==> src/rtl/piso_tx_pkg.sv <==
// Shared definitions for the parallel-in serial-out transmitter and its
// matching SIPO receiver: FSM state encoding, bit-order selectors and a
// counter-width helper.
package piso_tx_pkg;

  // Two-state link FSM; the encoding is shared with the receiver side.
  typedef enum logic {
    ST_IDLE  = 1'b0,
    ST_SHIFT = 1'b1
  } state_e;

  // Bit-order selector values for the MSB_FIRST parameter.
  localparam int BIT_ORDER_LSB_FIRST = 0;
  localparam int BIT_ORDER_MSB_FIRST = 1;

  // Width of a counter that indexes 0..w-1, never narrower than one bit.
  function automatic int cntWidth(input int w);
    int cw;
    cw = $clog2(w);
    if (cw < 1) cw = 1;
    return cw;
  endfunction

endpackage

==> src/rtl/piso_tx_bit_tick_gen.sv <==
// Bit-period divider: counts clk cycles while enabled and pulses tick on the
// last cycle of each bit period. With one clock per bit the tick is constant.
module bit_tick_gen #(
  parameter int CLKS_PER_BIT = 1
) (
  input  logic clk,
  input  logic rst_n,
  input  logic en,
  input  logic clr,
  output logic tick
);

  localparam logic [7:0] DIV_LAST = 8'(CLKS_PER_BIT - 1);

  logic [7:0] div_cnt_q;
  logic [7:0] div_cnt_d;

  // A new word restarts the period; the counter wraps on each tick so it can
  // never run past the last cycle of a bit.
  assign tick = (CLKS_PER_BIT == 1) ? 1'b1 : (div_cnt_q == DIV_LAST);

  // Next divider count: clear on reload, advance or wrap while shifting.
  always_comb begin
    div_cnt_d = div_cnt_q;
    if (clr) begin
      div_cnt_d = 8'd0;
    end else if (en) begin
      div_cnt_d = tick ? 8'd0 : div_cnt_q + 8'd1;
    end
  end

  // Divider register, cleared asynchronously so an abort restarts cleanly.
  always_ff @(posedge clk or negedge rst_n) begin
    if (!rst_n) begin
      div_cnt_q <= 8'd0;
    end else begin
      div_cnt_q <= div_cnt_d;
    end
  end

endmodule

==> src/rtl/piso_tx.sv <==
// Parallel-in serial-out transmitter. Accepts a word on a valid/ready
// handshake and shifts it out one bit per bit period on sout, with frame
// markers on the first and last bit. A word offered on the final tick of the
// previous word is taken without an idle gap.
module piso_tx
  import piso_tx_pkg::*;
#(
  parameter int WIDTH        = 8,
  parameter int CLKS_PER_BIT = 1,
  parameter int MSB_FIRST    = 0
) (
  input  logic             clk,
  input  logic             rst_n,
  input  logic             load_valid,
  output logic             load_ready,
  input  logic [WIDTH-1:0] load_data,
  output logic             sout,
  output logic             sout_valid,
  output logic             frame_first,
  output logic             frame_last,
  output logic             busy
);

  localparam int              CNT_W    = cntWidth(WIDTH);
  localparam logic [CNT_W-1:0] LAST_BIT = CNT_W'(WIDTH - 1);
  localparam logic [CNT_W-1:0] CNT_ONE  = CNT_W'(1);
  localparam bit              SEND_MSB = (MSB_FIRST == BIT_ORDER_MSB_FIRST);

  state_e           state_q;
  state_e           state_d;
  logic [WIDTH-1:0] shreg_q;
  logic [WIDTH-1:0] shreg_d;
  logic [CNT_W-1:0] bit_cnt_q;
  logic [CNT_W-1:0] bit_cnt_d;

  logic sout_q;
  logic sout_valid_q;
  logic frame_first_q;
  logic frame_last_q;

  logic tick;
  logic accept;
  logic shifting;
  logic next_bit;

  assign shifting = (state_q == ST_SHIFT);

  bit_tick_gen #(
    .CLKS_PER_BIT(CLKS_PER_BIT)
  ) u_tick (
    .clk  (clk),
    .rst_n(rst_n),
    .en   (shifting),
    .clr  (accept),
    .tick (tick)
  );

  // Ready while idle, or exactly on the closing tick of the last bit so the
  // next word follows with no gap.
  assign load_ready = (state_q == ST_IDLE) || (frame_last_q && tick);
  assign accept     = load_valid && load_ready;

  // Next FSM state, shift register and bit index.
  always_comb begin
    state_d   = state_q;
    shreg_d   = shreg_q;
    bit_cnt_d = bit_cnt_q;
    case (state_q)
      ST_IDLE: begin
        if (accept) begin
          shreg_d   = load_data;
          bit_cnt_d = '0;
          state_d   = ST_SHIFT;
        end
      end
      ST_SHIFT: begin
        if (accept) begin
          shreg_d   = load_data;
          bit_cnt_d = '0;
        end else if (tick) begin
          if (bit_cnt_q == LAST_BIT) begin
            shreg_d   = '0;
            bit_cnt_d = '0;
            state_d   = ST_IDLE;
          end else begin
            if (SEND_MSB) begin
              shreg_d = {shreg_q[WIDTH-2:0], 1'b0};
            end else begin
              shreg_d = {1'b0, shreg_q[WIDTH-1:1]};
            end
            bit_cnt_d = bit_cnt_q + CNT_ONE;
          end
        end
      end
      default: begin
        state_d   = ST_IDLE;
        shreg_d   = '0;
        bit_cnt_d = '0;
      end
    endcase
  end

  // Bit that will be on the line after this edge.
  assign next_bit = SEND_MSB ? shreg_d[WIDTH-1] : shreg_d[0];

  // FSM, datapath and registered line outputs; reset aborts any word in flight.
  always_ff @(posedge clk or negedge rst_n) begin
    if (!rst_n) begin
      state_q       <= ST_IDLE;
      shreg_q       <= '0;
      bit_cnt_q     <= '0;
      sout_q        <= 1'b0;
      sout_valid_q  <= 1'b0;
      frame_first_q <= 1'b0;
      frame_last_q  <= 1'b0;
    end else begin
      state_q       <= state_d;
      shreg_q       <= shreg_d;
      bit_cnt_q     <= bit_cnt_d;
      sout_q        <= (state_d == ST_SHIFT) && next_bit;
      sout_valid_q  <= (state_d == ST_SHIFT);
      frame_first_q <= (state_d == ST_SHIFT) && (bit_cnt_d == '0);
      frame_last_q  <= (state_d == ST_SHIFT) && (bit_cnt_d == LAST_BIT);
    end
  end

  assign sout        = sout_q;
  assign sout_valid  = sout_valid_q;
  assign frame_first = frame_first_q;
  assign frame_last  = frame_last_q;
  assign busy        = shifting;

endmodule

==> config.mk <==
export PLATFORM = sky130hd
export DESIGN_NAME = piso_tx
export DESIGN_NICKNAME = d
export VERILOG_FILES = /design/src/rtl/piso_tx_pkg.sv /design/src/rtl/piso_tx_bit_tick_gen.sv /design/src/rtl/piso_tx.sv
export SDC_FILE = /design/constraint.sdc
export NUM_CORES = 1
export LEC_CHECK = 0
export BUFFER_PORTS_ARGS = -buffer_cell sky130_fd_sc_hd__buf_2
export CAP_MARGIN = 20
export CORE_MARGIN = 3
export CORE_UTILIZATION = 44
export CTS_BUF_LIST = sky130_fd_sc_hd__clkbuf_2
export CTS_CLUSTER_SIZE = 25
export DETAILED_ROUTE_END_ITERATION = 6
export PLACE_DENSITY = 0.68
export SLEW_MARGIN = 30
export SYNTH_ARGS = -nofsm -noshare
export SYNTH_HDL_FRONTEND = slang
export SYNTH_SLANG_ARGS = --single-unit
==> constraint.sdc <==
create_clock -name clk -period 2.2 [get_ports clk]
set_input_delay 0.11 -clock clk [delete_from_list [all_inputs] [get_ports clk]]
set_output_delay 0.11 -clock clk [all_outputs]
set_load 0.01 [all_outputs]
==> reports/summary.json <==
{
  "outcome": {
    "run_status": "finished, final reports clean"
  },
  "global_route": {
    "grt_max_degree": 15,
    "grt_antenna_before_repair": 0,
    "gr-total-overflow": 0,
    "gr-usage-all-layers": 0.144,
    "first_pass_grt_wire_length_um": 1930,
    "first_global_vias": 428
  },
  "power_and_ir_drop": {
    "pwr_density_cell_mw_per_mm2": 1320,
    "p_sw_mw": 0.382,
    "seq_power_share": 0.419,
    "ir_worst_vdd_uv": 546,
    "power.leakage_nw": 0.424,
    "clock_share_of_power": 0.117,
    "internal_power_mw": 0.651,
    "swShare": 0.370,
    "pwr-share-comb": 0.464
  },
  "clocking": {
    "cts_buffers": 3,
    "tritoncts": "done",
    "clock-sinks": 14,
    "clockBufferDepth": 2,
    "cts.reportedPaths.clkPinSlew_ps": 130,
    "cts_repair_resize_count": 0,
    "clock-root-buffer": "sky130_fd_sc_hd__clkbuf_2",
    "h_tree_depth_reported_by_cts": 1,
    "clk_latency_ps": 270
  },
  "synth": {
    "count_of_mapped_cells_out_of_synthesis": 54,
    "yosys_cell_types": 23,
    "syn-num-nets": 67,
    "seq_area_frac_synth": 0.511,
    "syn_area_sq_um": 686,
    "syn_avg_cell_area_sq_um": 12.7,
    "yosys.area.top_type_share": 0.511,
    "synth_top_cell_by_area": "sky130_fd_sc_hd__dfrtp_1",
    "synth_edf_count": 0,
    "post_synthesis_sequential_element_count": 14,
    "yosysWarningCount": 0,
    "postSynth.asyncResetShare": 1.00,
    "synth_top_flop_cell": "sky130_fd_sc_hd__dfrtp_1",
    "synth_area_leaders": "sky130_fd_sc_hd__dfrtp_1 51%, sky130_fd_sc_hd__mux2_2 8.2%, sky130_fd_sc_hd__a22o_1 7.7%"
  },
  "die": {
    "fp.dieArea_sq_mm": 0.00207,
    "total_core_area_sq_mm": 0.00138,
    "floorplan.io_pins": 17,
    "die_y_um": 45.5,
    "die_w_um": 45.5,
    "start_util": 0.496,
    "floorplan.rows": 13
  },
  "flow_run": {
    "maxCapViolations": 0
  },
  "final_layout": {
    "num_antenna_cells": 0,
    "layout_commonest_cell": "sky130_fd_sc_hd__buf_2",
    "drive_gt1_frac": 0.389,
    "layout.core_utilization": 0.567,
    "synthToLayoutAreaGrowth_pct": 14.2,
    "layout_nets": 86,
    "most-common-layout-cells": "16 x sky130_fd_sc_hd__buf_2, 14 x sky130_fd_sc_hd__dfrtp_1, 6 x sky130_fd_sc_hd__a22o_1, 5 x sky130_fd_sc_hd__mux2_2, 4 x sky130_fd_sc_hd__nand2b_1",
    "fillers": 127
  },
  "timing": {
    "finalSetupViolCount": 0,
    "finClkSkew_ps": 3.50,
    "final.setup.tns_ps": 0,
    "finalCriticalPeriod_ps": 1580,
    "final-max-slew-violation-count": 0,
    "fmax_ghz": 0.631,
    "setup_repair_after_global_routing_missed_its_margin": "no",
    "report.final.hold_viol_count": 0,
    "layout_worst_path_cycle_share": 0.720,
    "max-slew-margin-rel": 0.747,
    "worst_pin_slew_ps": 378
  },
  "drt": {
    "detail_route.iter0.violations": 2,
    "detail_route.vias_per_cell": 5.29,
    "wl_met2_um": 568,
    "dr_total_vias": 460,
    "met1Wirelength_um": 529,
    "drt_wl_total_um": 1200,
    "drt_drc_violations_left": 0,
    "drt-wirelength-per-cell_um": 13.7,
    "top_layer_used": "met4",
    "drt_first_pass_iters": 2,
    "dr_wl_met3_um": 82,
    "final_antenna_net_count": 0
  },
  "worst_hold_path": {
    "hp-class": "input port to flop",
    "worst_hold_path.num_cells": 2
  },
  "critical_path": {
    "critical_path.max_stage_delay_ps": 430,
    "worstPathCellList": "ha_1 > ha_1 > nand2b_1 > o32ai_2 > and4_1",
    "cp_common_cell": "sky130_fd_sc_hd__ha_1",
    "reg2reg_depth": 5,
    "worstPathMaxFanout": 3,
    "crit_family": "adder cells",
    "crit_arrival_ps": 1810,
    "path_depth": 5,
    "worstSetupPathType": "flop to flop",
    "cp-start-kind": "flop",
    "critPathBufInv": 0,
    "crit_path_end_kind": "flop",
    "reg2reg_slack_ps": 620,
    "cp_data_required_time_ps": 2420,
    "timing.critical_path.slowest_stage_cell": "sky130_fd_sc_hd__dfrtp_1"
  },
  "placement": {
    "gp_congestion": 0.777,
    "port_buffers": 16,
    "dp_hpwl_um": 907
  }
}
-- final cells by class --
type | count | area [sq um] | area share
Sequential cell | 14 | 350 | 0.447
Clock inverter | 1 | 3.75 | 0.00479
Inverter | 2 | 7.51 | 0.00958
Clock buffer | 3 | 15.0 | 0.0192
Multi-Input combinational cell | 35 | 298 | 0.380
Timing Repair Buffer | 17 | 90.1 | 0.115
Tap cell | 15 | 18.8 | 0.0240
-- per-stage QoR --
step                      std cells  hold slack (ps)  cell area, sq um  setup WS, ps  power, mW
after floorplan                  54             -186               686           739      0.831
after global placement           82             22.7               754           691      0.912
after detailed placement         82             18.3               754           640      0.925
after CTS                        87             4.80               783           591       1.05
after global routing             87             6.28               783           517       1.13
final                            87             23.6               783           616       1.03
-- Yosys cell counts (2+ instances only) --
cell / n
sky130_fd_sc_hd__a22o_1: 6
sky130_fd_sc_hd__and2_1: 2
sky130_fd_sc_hd__buf_6: 2
sky130_fd_sc_hd__dfrtp_1: 14
sky130_fd_sc_hd__ha_1: 2
sky130_fd_sc_hd__inv_1: 2
sky130_fd_sc_hd__mux2_2: 5
sky130_fd_sc_hd__nand2_1: 3
sky130_fd_sc_hd__nand2b_1: 4
-- per-layer routing --
layer	GRT usage	up-vias
met5	0	-
met4	0.0877	0
met3	0.0830	2
met2	0.201	14
met1	0.168	213
li1	-	231
-- kinds of logic (layout without fill, tap and decap cells) --
family                   after synthesis  in the layout  synth area share
adder cells (fa/ha/maj)                2              2            0.0365
buffers and inverters                  5             23            0.0548
AND/OR/NAND/NOR                       15             15             0.137
AO/OA/AOI/OAI                         11             11             0.142
flip-flops                            14             14             0.511
multiplexers                           7              7             0.119
-- power by group through the flow --
stage | logic (mW) | clock network (mW) | registers (mW)
6_report | 0.480 | 0.121 | 0.433
5_1_grt | 0.540 | 0.138 | 0.450
4_1_cts | 0.492 | 0.127 | 0.434
3_5_place_dp | 0.487 | 0 | 0.439
3_3_place_gp | 0.476 | 0 | 0.436
2_1_floorplan | 0.405 | 0 | 0.426
-- flip-flops by register name (all words and copies together) (netlist names) --
signal and count:
sout 1, bit_cnt_q 3, shreg_q 7, frame_first 1
frame_last 1, sout_valid 1
-- repair_timing --
item	CTS	global route
buffers inserted	0	0
hold buffers	1	0
hold endpoints to repair	14	0
-- worst paths after layout --
check                        startpoint           end
max                        bit_cnt_q[0]    frame_last
min                        load_data[7]    shreg_q[7]
max reg2reg                bit_cnt_q[0]    frame_last
min reg2reg                  shreg_q[1]          sout
max in group asynchronous         rst_n    shreg_q[2]
min in group asynchronous         rst_n  bit_cnt_q[0]
Power figures use the tool's default switching activity.
